===== src/rtl/mpc_qp_admm_vec_ram_sched_pkg.sv =====
// rtl/mpc_qp_admm_vec_ram_sched_pkg.sv - shared types and helpers for the ADMM vector RAM scheduler
package mpc_qp_admm_vec_ram_sched_pkg;

  typedef enum logic [0:0] {
    ST_IDLE  = 1'b0,
    ST_CLEAR = 1'b1
  } sched_state_e;

  localparam int NREQ_DEFAULT = 3;

  // Width of a requester index; never below one bit
  function automatic int ptr_width(input int n);
    return (n > 1) ? $clog2(n) : 1;
  endfunction

endpackage


===== src/rtl/mpc_qp_admm_rr_arbiter.sv =====
// rtl/mpc_qp_admm_rr_arbiter.sv - round-robin grant and pointer for a shared RAM port
module mpc_qp_admm_rr_arbiter
  import mpc_qp_admm_vec_ram_sched_pkg::*;
#(
  parameter int NREQ = NREQ_DEFAULT,
  parameter int PW   = ptr_width(NREQ)
) (
  input  logic            clk,
  input  logic            reset,
  input  logic            en,
  input  logic [NREQ-1:0] req,
  output logic [NREQ-1:0] grant,
  output logic [PW-1:0]   gidx,
  output logic            gvalid
);

  logic [PW-1:0] ptr;
  int            idx;

  // First asserted request at or after the pointer, wrapping at NREQ
  always_comb begin
    gvalid = 1'b0;
    gidx   = '0;
    idx    = 0;
    if (en) begin
      for (int k = 0; k < NREQ; k++) begin
        idx = (int'(ptr) + k) % NREQ;
        if (!gvalid && req[idx]) begin
          gvalid = 1'b1;
          gidx   = PW'(idx);
        end
      end
    end
  end

  assign grant = gvalid ? (NREQ'(1) << gidx) : '0;

  // Move the pointer just past the winner so it gets lowest priority next
  always_ff @(posedge clk or negedge reset) begin
    if (!reset) begin
      ptr <= '0;
    end else if (gvalid) begin
      ptr <= (int'(gidx) == NREQ - 1) ? '0 : gidx + PW'(1);
    end
  end

endmodule


===== src/rtl/mpc_qp_admm_vec_ram_sched.sv =====
// rtl/mpc_qp_admm_vec_ram_sched.sv - arbitrated access and clear sequencer for one ADMM vector RAM
module mpc_qp_admm_vec_ram_sched
  import mpc_qp_admm_vec_ram_sched_pkg::*;
#(
  parameter int DataWidth    = 32,
  parameter int AddressWidth = 5,
  parameter int AddressRange = 24,
  parameter int NREQ         = NREQ_DEFAULT
) (
  input  logic                         clk,
  input  logic                         reset,
  input  logic                         clr_start,
  output logic                         clr_busy,
  output logic                         clr_done,
  input  logic [NREQ-1:0]              req_valid,
  output logic [NREQ-1:0]              req_ready,
  input  logic [NREQ-1:0]              req_we,
  input  logic [NREQ*AddressWidth-1:0] req_addr,
  input  logic [NREQ*DataWidth-1:0]    req_wdata,
  output logic [NREQ-1:0]              rsp_valid,
  output logic [DataWidth-1:0]         rsp_rdata,
  output logic                         err_oob,
  output logic [AddressWidth-1:0]      ram_address0,
  output logic                         ram_ce0,
  output logic                         ram_we0,
  output logic [DataWidth-1:0]         ram_d0,
  input  logic [DataWidth-1:0]         ram_q0
);

  localparam int PW = ptr_width(NREQ);

  sched_state_e              state, state_nxt;
  logic [AddressWidth-1:0]   clr_cnt;
  logic                      clr_last;
  logic                      arb_en;
  logic [NREQ-1:0]           grant;
  logic [PW-1:0]             gidx;
  logic                      gvalid;
  logic [AddressWidth-1:0]   g_addr;
  logic [DataWidth-1:0]      g_wdata;
  logic                      g_we;
  logic                      g_oob;
  logic [NREQ-1:0]           rsp_valid_q;
  logic                      rsp_oob_q;

  assign clr_last = (clr_cnt == AddressWidth'(AddressRange - 1));

  // Arbitrate only in IDLE; a clear request takes the cycle, and nothing is granted in reset
  assign arb_en = (state == ST_IDLE) && !clr_start && reset;

  mpc_qp_admm_rr_arbiter #(
    .NREQ (NREQ),
    .PW   (PW)
  ) u_arb (
    .clk    (clk),
    .reset  (reset),
    .en     (arb_en),
    .req    (req_valid),
    .grant  (grant),
    .gidx   (gidx),
    .gvalid (gvalid)
  );

  assign g_addr  = req_addr[int'(gidx)*AddressWidth +: AddressWidth];
  assign g_wdata = req_wdata[int'(gidx)*DataWidth +: DataWidth];
  assign g_we    = req_we[gidx];
  assign g_oob   = (int'(g_addr) >= AddressRange);

  // State register
  always_ff @(posedge clk or negedge reset) begin
    if (!reset) state <= ST_IDLE;
    else        state <= state_nxt;
  end

  // Next state: clear runs once over every valid entry, restarts are ignored while busy
  always_comb begin
    state_nxt = state;
    case (state)
      ST_IDLE:  if (clr_start) state_nxt = ST_CLEAR;
      ST_CLEAR: if (clr_last)  state_nxt = ST_IDLE;
      default:  state_nxt = ST_IDLE;
    endcase
  end

  // Clear address counter, parked at zero outside CLEAR
  always_ff @(posedge clk or negedge reset) begin
    if (!reset)                 clr_cnt <= '0;
    else if (state == ST_CLEAR) clr_cnt <= clr_last ? '0 : clr_cnt + AddressWidth'(1);
    else                        clr_cnt <= '0;
  end

  // RAM port and handshake outputs; out-of-range grants are accepted but never reach the RAM
  always_comb begin
    clr_busy     = 1'b0;
    clr_done     = 1'b0;
    req_ready    = '0;
    ram_ce0      = 1'b0;
    ram_we0      = 1'b0;
    ram_address0 = '0;
    ram_d0       = '0;
    case (state)
      ST_CLEAR: begin
        clr_busy     = 1'b1;
        clr_done     = clr_last;
        ram_ce0      = 1'b1;
        ram_we0      = 1'b1;
        ram_address0 = clr_cnt;
      end
      default: begin
        req_ready = grant;
        if (gvalid) begin
          ram_ce0      = !g_oob;
          ram_we0      = g_we && !g_oob;
          ram_address0 = g_addr;
          ram_d0       = g_wdata;
        end
      end
    endcase
  end

  // Read responses line up with the RAM's one-cycle read data
  always_ff @(posedge clk or negedge reset) begin
    if (!reset) begin
      rsp_valid_q <= '0;
      rsp_oob_q   <= 1'b0;
    end else begin
      rsp_valid_q <= g_we ? '0 : grant;
      rsp_oob_q   <= gvalid && g_oob && !g_we;
    end
  end

  // Sticky out-of-range flag, cleared only by reset
  always_ff @(posedge clk or negedge reset) begin
    if (!reset)               err_oob <= 1'b0;
    else if (gvalid && g_oob) err_oob <= 1'b1;
  end

  assign rsp_valid = rsp_valid_q;
  assign rsp_rdata = (|rsp_valid_q && !rsp_oob_q) ? ram_q0 : '0;

endmodule

===== config.mk =====
export PLATFORM = sky130hd
export DESIGN_NAME = mpc_qp_admm_vec_ram_sched
export DESIGN_NICKNAME = d
export VERILOG_FILES = /design/src/rtl/mpc_qp_admm_vec_ram_sched_pkg.sv /design/src/rtl/mpc_qp_admm_rr_arbiter.sv /design/src/rtl/mpc_qp_admm_vec_ram_sched.sv
export SDC_FILE = /design/constraint.sdc
export NUM_CORES = 1
export LEC_CHECK = 0
export CAP_MARGIN = 20
export CELL_PAD_IN_SITES_DETAIL_PLACEMENT = 1
export CELL_PAD_IN_SITES_GLOBAL_PLACEMENT = 2
export CORE_AREA = 5 5 136 138
export DETAILED_ROUTE_END_ITERATION = 6
export DIE_AREA = 0 0 141 143
export MAX_ROUTING_LAYER = met4
export PLACE_DENSITY = 0.87
export SKIP_CTS_REPAIR_TIMING = 1
export SLEW_MARGIN = 5
export SYNTH_ARGS = -nofsm -noshare
export SYNTH_HDL_FRONTEND = slang
export SYNTH_SLANG_ARGS = --single-unit

===== constraint.sdc =====
create_clock -name clk -period 2.35 [get_ports clk]
set_input_delay 0.235 -clock clk [delete_from_list [all_inputs] [get_ports clk]]
set_output_delay 0.235 -clock clk [all_outputs]
set_load 0.01 [all_outputs]

Yosys cells after proc, flatten, opt, wreduce, memory -nomap -nowiden. Index checks and enable logic that the tools add are counted. Widths: inputs -> output; s select.

Register bits: 13. Input bits: 152. Output and inout port bits: 80. Logic and storage cells: 81.

Add/sub/neg operators: 4. Multiply operators: 1. Div/mod/pow operators: 3. Magnitude comparators: 5. Equal/unequal tests: 2. Shift operators: 3. Muxes and demuxes: 41. Bitwise gates (word level): 1. Reduce and logical (&&, ||, !) cells: 15.

Operators by type and width (number): $lt 32x4->1 const B (3); $mux 32 (3); $shiftx 96x8->32 (1); $mod 32x3->32 const B (2); $mod 3x3->32 const B (1); $mux 1 (21); $mux 5 (4); $shiftx 15x6->5 (1); $mux 2 (5); $mux 3 (3); $bmux 1 s2 (4); $logic_and 1x1->1 (8); $logic_not 1->1 (6); $add 5x1->5 const B (1); $eq 5x5->1 const B (1); $ge 5x5->1 const B (1); $mul 2x3->5 const B (1); $add 2x1->3 const B (1); $add 2x2->3 const B (1); $lt 2x3->1 const B (1); $reduce_or 3->1 (1); $shl 1x2->3 const A (1); $add 2x1->2 const B (1); $eq 2x2->1 const B (1); other kinds (2) (2).

Depth between registers and ports, before layout.
Depth after elaboration: 21. Gate-level depth with buffers: 11. Depth with buffers taken out: 8.

Hierarchy. A second synthesis with hierarchy kept.

Cells, all modules: 281. Area total of the unflattened synthesis: 1959.4 um^2.

By module, submodules not included: mpc_qp_admm_vec_ram_sched (times used 1, cells each 251, area an instance 1681.6 um^2, sequential area each 275.3 um^2); mpc_qp_admm_rr_arbiter (times used 1, cells each 30, area an instance 277.8 um^2, sequential area each 50.0 um^2).

Worst setup path before layout. No wires, ideal clock.

Path type: register -> output. From: register u_arb.ptr[1]. To: output ram_we0. Arrival: 2.130 ns. Data required time: 2.115 ns. Setup slack: -0.015 ns. Stages on the path, launching flop included: 8. Buffers on the path: 1. Path through: dfrtp_1 -> ha_1 -> buf_2 -> nand2b_1 -> a21oi_1 -> nand3_1 -> a211oi_1 -> a21o_1.

Word-level cells in the longest chain between the ends: 21. Elaborated cells on any way between the ends: 37. Those cells by class: 2 x add/sub; 1 x mul; 3 x div; 1 x order compare; 1 x shift; 23 x mux; 6 x reduce/logical.

Ends and longest elaborated chain: from (decl) (line mpc_qp_admm_rr_arbiter.sv:17) `logic [PW-1:0] ptr;`; from (signal assigned) (line mpc_qp_admm_rr_arbiter.sv:43) `ptr <= (int'(gidx) == NREQ - 1) ? '0 : gidx + PW'(1);`; parallel branches: the longest is 19 deep, another holds $mod 32x3->32; $mux 1 (*) (line mpc_qp_admm_vec_ram_sched.sv:111) `if (gvalid) begin`; $mux 1 (*) (line mpc_qp_admm_vec_ram_sched.sv:101) `case (state)`; to (decl) (line mpc_qp_admm_vec_ram_sched.sv:25) `output logic ram_we0,`.

Mark *: on every way between the ends. The select of a mux whose other input is x is not followed.

Final worst setup path.
From: register u_arb.ptr[0]. To: output ram_d0[28].

Word-level cells in the longest chain between the ends: 17. Elaborated cells on any way between the ends: 31. Those cells by class: 2 x add/sub; 3 x div; 1 x shift; 21 x mux; 4 x reduce/logical.

Ends and longest elaborated chain: parallel branches: the longest is 15 deep, another holds $mod 32x3->32; $mux 32 (*) (line mpc_qp_admm_vec_ram_sched.sv:111); $mux 32 (*) (line mpc_qp_admm_vec_ram_sched.sv:101); to (decl) (line mpc_qp_admm_vec_ram_sched.sv:26) `output logic [DataWidth-1:0] ram_d0,`.

Marks and branches as above.

==> flow_summary.toml <==
[routing]
drt_iter0_drc = 128
viasPerCell = 4.08
routed_wl_um = 12400
ant_nets = 0
wire_per_inst_um = 17.2
vias = 2943
drc_errors = 0
dr.pass1.iters = 4

[placed_design]
numPortBuffers = 231
routabilityCongestion = 0.896
dp_hpwl_um = 9880

[critical_path]
cp.arrival_ps = 2550
cp_cell_sequence = "inv_2, ha_4, maj3_2, a221o_1, a21oi_4, clkbuf_16, buf_12, buf_4, a222oi_1, inv_1, buf_2"
cpPeakStageDelay_ps = 410
crit_family = "compound AO/OA/AOI/OAI gates"
worstSetupEndpointType = "output pin"
start_kind = "flop"
critical_path.slowest_cell = "dfrtp_1"
path_buf_inv = 6
setup.worst_path.class = "reg2out"
path_max_fanout = 8
rrSetupSlack_ps = 80
crit_required_ps = 2120

[floorplan]
initial_core_util_pct = 9.89
die_area_um2 = 20200
die_w_um = 141
placementRows = 48
boundaryPins = 232
die_y_um = 143
core_um2 = 17100

[layout]
nets = 652
layout-drive-gt1-share_pct = 27.0
syn2layout_area_growth_pct = 186

[sta]
fin_setup_tns_ps = -14200
tightest_slew_ps = 339
period_share_pct = 118
fin_ws_ps = -433
slew_headroom_pct = 77.4
fin_skew_ps = 4.69
rsz0062_at_grt = "yes"
period_needed_ps = 2780
drv_slew = 0
finalHoldViolCount = 0
setup_viol = 41
hold_ws_ps = 398
max_freq_mhz = 359

[min_path]
hold_class = "in2async"

[clocking]
cts_buffers = 3
clk_pin_slew_ps = 50
tritoncts = "built"
cts.root.buffer_cell = "clkbuf_16"
htree_levels = 1
cts_buffer_depth = 2
clk_latency_ps = 240
clock-sinks = 13

[power_and_ir_drop]
pwr-share-comb_pct = 67.6
ir_drop_uv = 274
p_int_mw = 1.37
seqPwrFrac_pct = 17.8
p_per_area_nw_per_um2 = 453
p_switching_uw = 816
p_total_mw = 2.19
power_leakage_nw = 2.20
clkPwrFrac_pct = 14.6
swShare_pct = 37.3

[synthesis]
syn_area_um2 = 1690
netlist-cell-type-count = 40
netlist_instances = 219
ys_warn_count = 0
ys_ff_latch = 13
synth-seq-area-share_pct = 19.3
syn_area_per_cell_um2 = 7.70
syn_nets = 374

[run]
max-cap-violations = 0

[outcome]
status = "complete, but fails checks"
failed_checks = "setup timing"

[grt]
grt_antenna_before_repair = 0
grt_overflow = 0
grt_max_degree = 32
grt_pass1_vias = 3138
track_usage_pct = 10.5
grt_first_pass_wirelength_um = 16300
per-layer routing:
layer / wire, um / GRT usage (%) / share of wire (%)
met5: 0 / - / 0
met4: 218 / 1.78 / 1.8
met3: 1270 / 3.15 / 10
met2: 6330 / 20.1 / 51
met1: 4590 / 10.7 / 37
synthesized netlist by cell type:
master	n	share of area, %
nand3_1	3	0.89
buf_6	5	3.3
a22oi_1	11	4.9
nand2b_1	2	0.74
o21ai_0	4	1.2
a22o_1	4	2.1
o32ai_1	1	0.52
a2111oi_4	1	1.6
nor2b_1	3	1.1
ha_1	3	2.2
o21a_1	1	0.45
a31oi_1	2	0.74
a21o_1	2	0.89
a31o_1	1	0.52
or3b_1	1	0.52
a211oi_1	3	1.3
a222oi_1	28	17
a21oi_1	6	1.8
maj3_1	1	0.59
nor2_4	1	0.67
nor3b_1	3	1.3
and2_0	1	0.37
a21oi_4	1	0.96
inv_1	34	7.6
a221o_1	1	0.59
nand2_1	8	1.8
and2_1	37	14
nor2_2	1	0.37
nor2_1	11	2.4
dfrtp_1	13	19
a211oi_2	1	0.74
and3_1	1	0.37
nor4b_1	1	0.52
buf_2	6	1.8
or2_2	1	0.37
o2111ai_2	1	0.89
nor3_1	2	0.59
o21ai_1	5	1.5
clkbuf_1	7	1.6
xor2_1	1	0.52
flip-flops by register name, summed over array words and instances, names as in the netlist:
| name | cells |
|---|---|
| rsp_oob_q | 1 |
| rsp_valid | 3 |
| clr_cnt | 5 |
| u_arb.ptr | 2 |
| err_oob | 1 |
| state | 1 |
cells in the final DEF, fill, tap and decap left out, types with 8 or more instances in the layout:
cell	count
dfrtp_1	12
a22oi_1	8
nand2_1	8
buf_6	13
and2_1	36
inv_1	33
nor2_1	9
clkdlybuf4s50_1	189
clkbuf_2	26
a222oi_1	28
buf_4	44
final timing paths:
path                                    from           end  depth (start not counted)
worst min register to register       err_oob       err_oob                          1
max in group asynchronous              reset  u_arb.ptr[1]                          2
min in group clk                     err_oob       err_oob                          1
worst min-delay path                   reset         state                          2
worst max-delay path            u_arb.ptr[0]    ram_d0[28]                         11
worst max register to register  u_arb.ptr[0]  rsp_valid[0]                         11
logic make-up (layout without fill, tap and decap cells):
kind of cell	Yosys count	in the layout	synth area share, %
XOR/XNOR	1	1	0.519
AND/OR/NAND/NOR	76	76	25.8
adder cells (fa/ha/maj)	4	4	2.82
flip-flops	13	13	19.3
AO/OA/AOI/OAI	73	73	37.3
buffers and inverters	52	329	14.2
other	0	1	0
per-stage QoR:
step / utilization [%] / std cells / cell area, um^2 / worst slack (ps)
finish: 28.3 / 722 / 4830 / -433
global route: 28.3 / 721 / 4820 / -578
CTS: 27.0 / 701 / 4610 / -913
detailed placement: 26.5 / 697 / 4530 / -711
global placement: 26.5 / 696 / 4520 / -684
floorplan: - / 219 / 1690 / 31.3
power by group through the flow:
stage	clock network, mW	logic, mW	registers, mW
after global routing	0.337	1.59	0.397
after floorplan	0	0.532	0.360
final	0.319	1.48	0.389
after detailed placement	0	1.27	0.376
after CTS	0.326	1.27	0.373
after global placement	0	1.22	0.370
area by class of cell:
class                           instances  area, um^2
Antenna cell                            1        2.50
Clock buffer                            4        78.8
Fill cell                            2020       12200
Inverter                               34         128
Multi-Input combinational cell        154        1250
Sequential cell                        13         327
Tap cell                              225         282
Timing Repair Buffer                  291        2760
No activity file was read; power rests on OpenSTA's default activity.
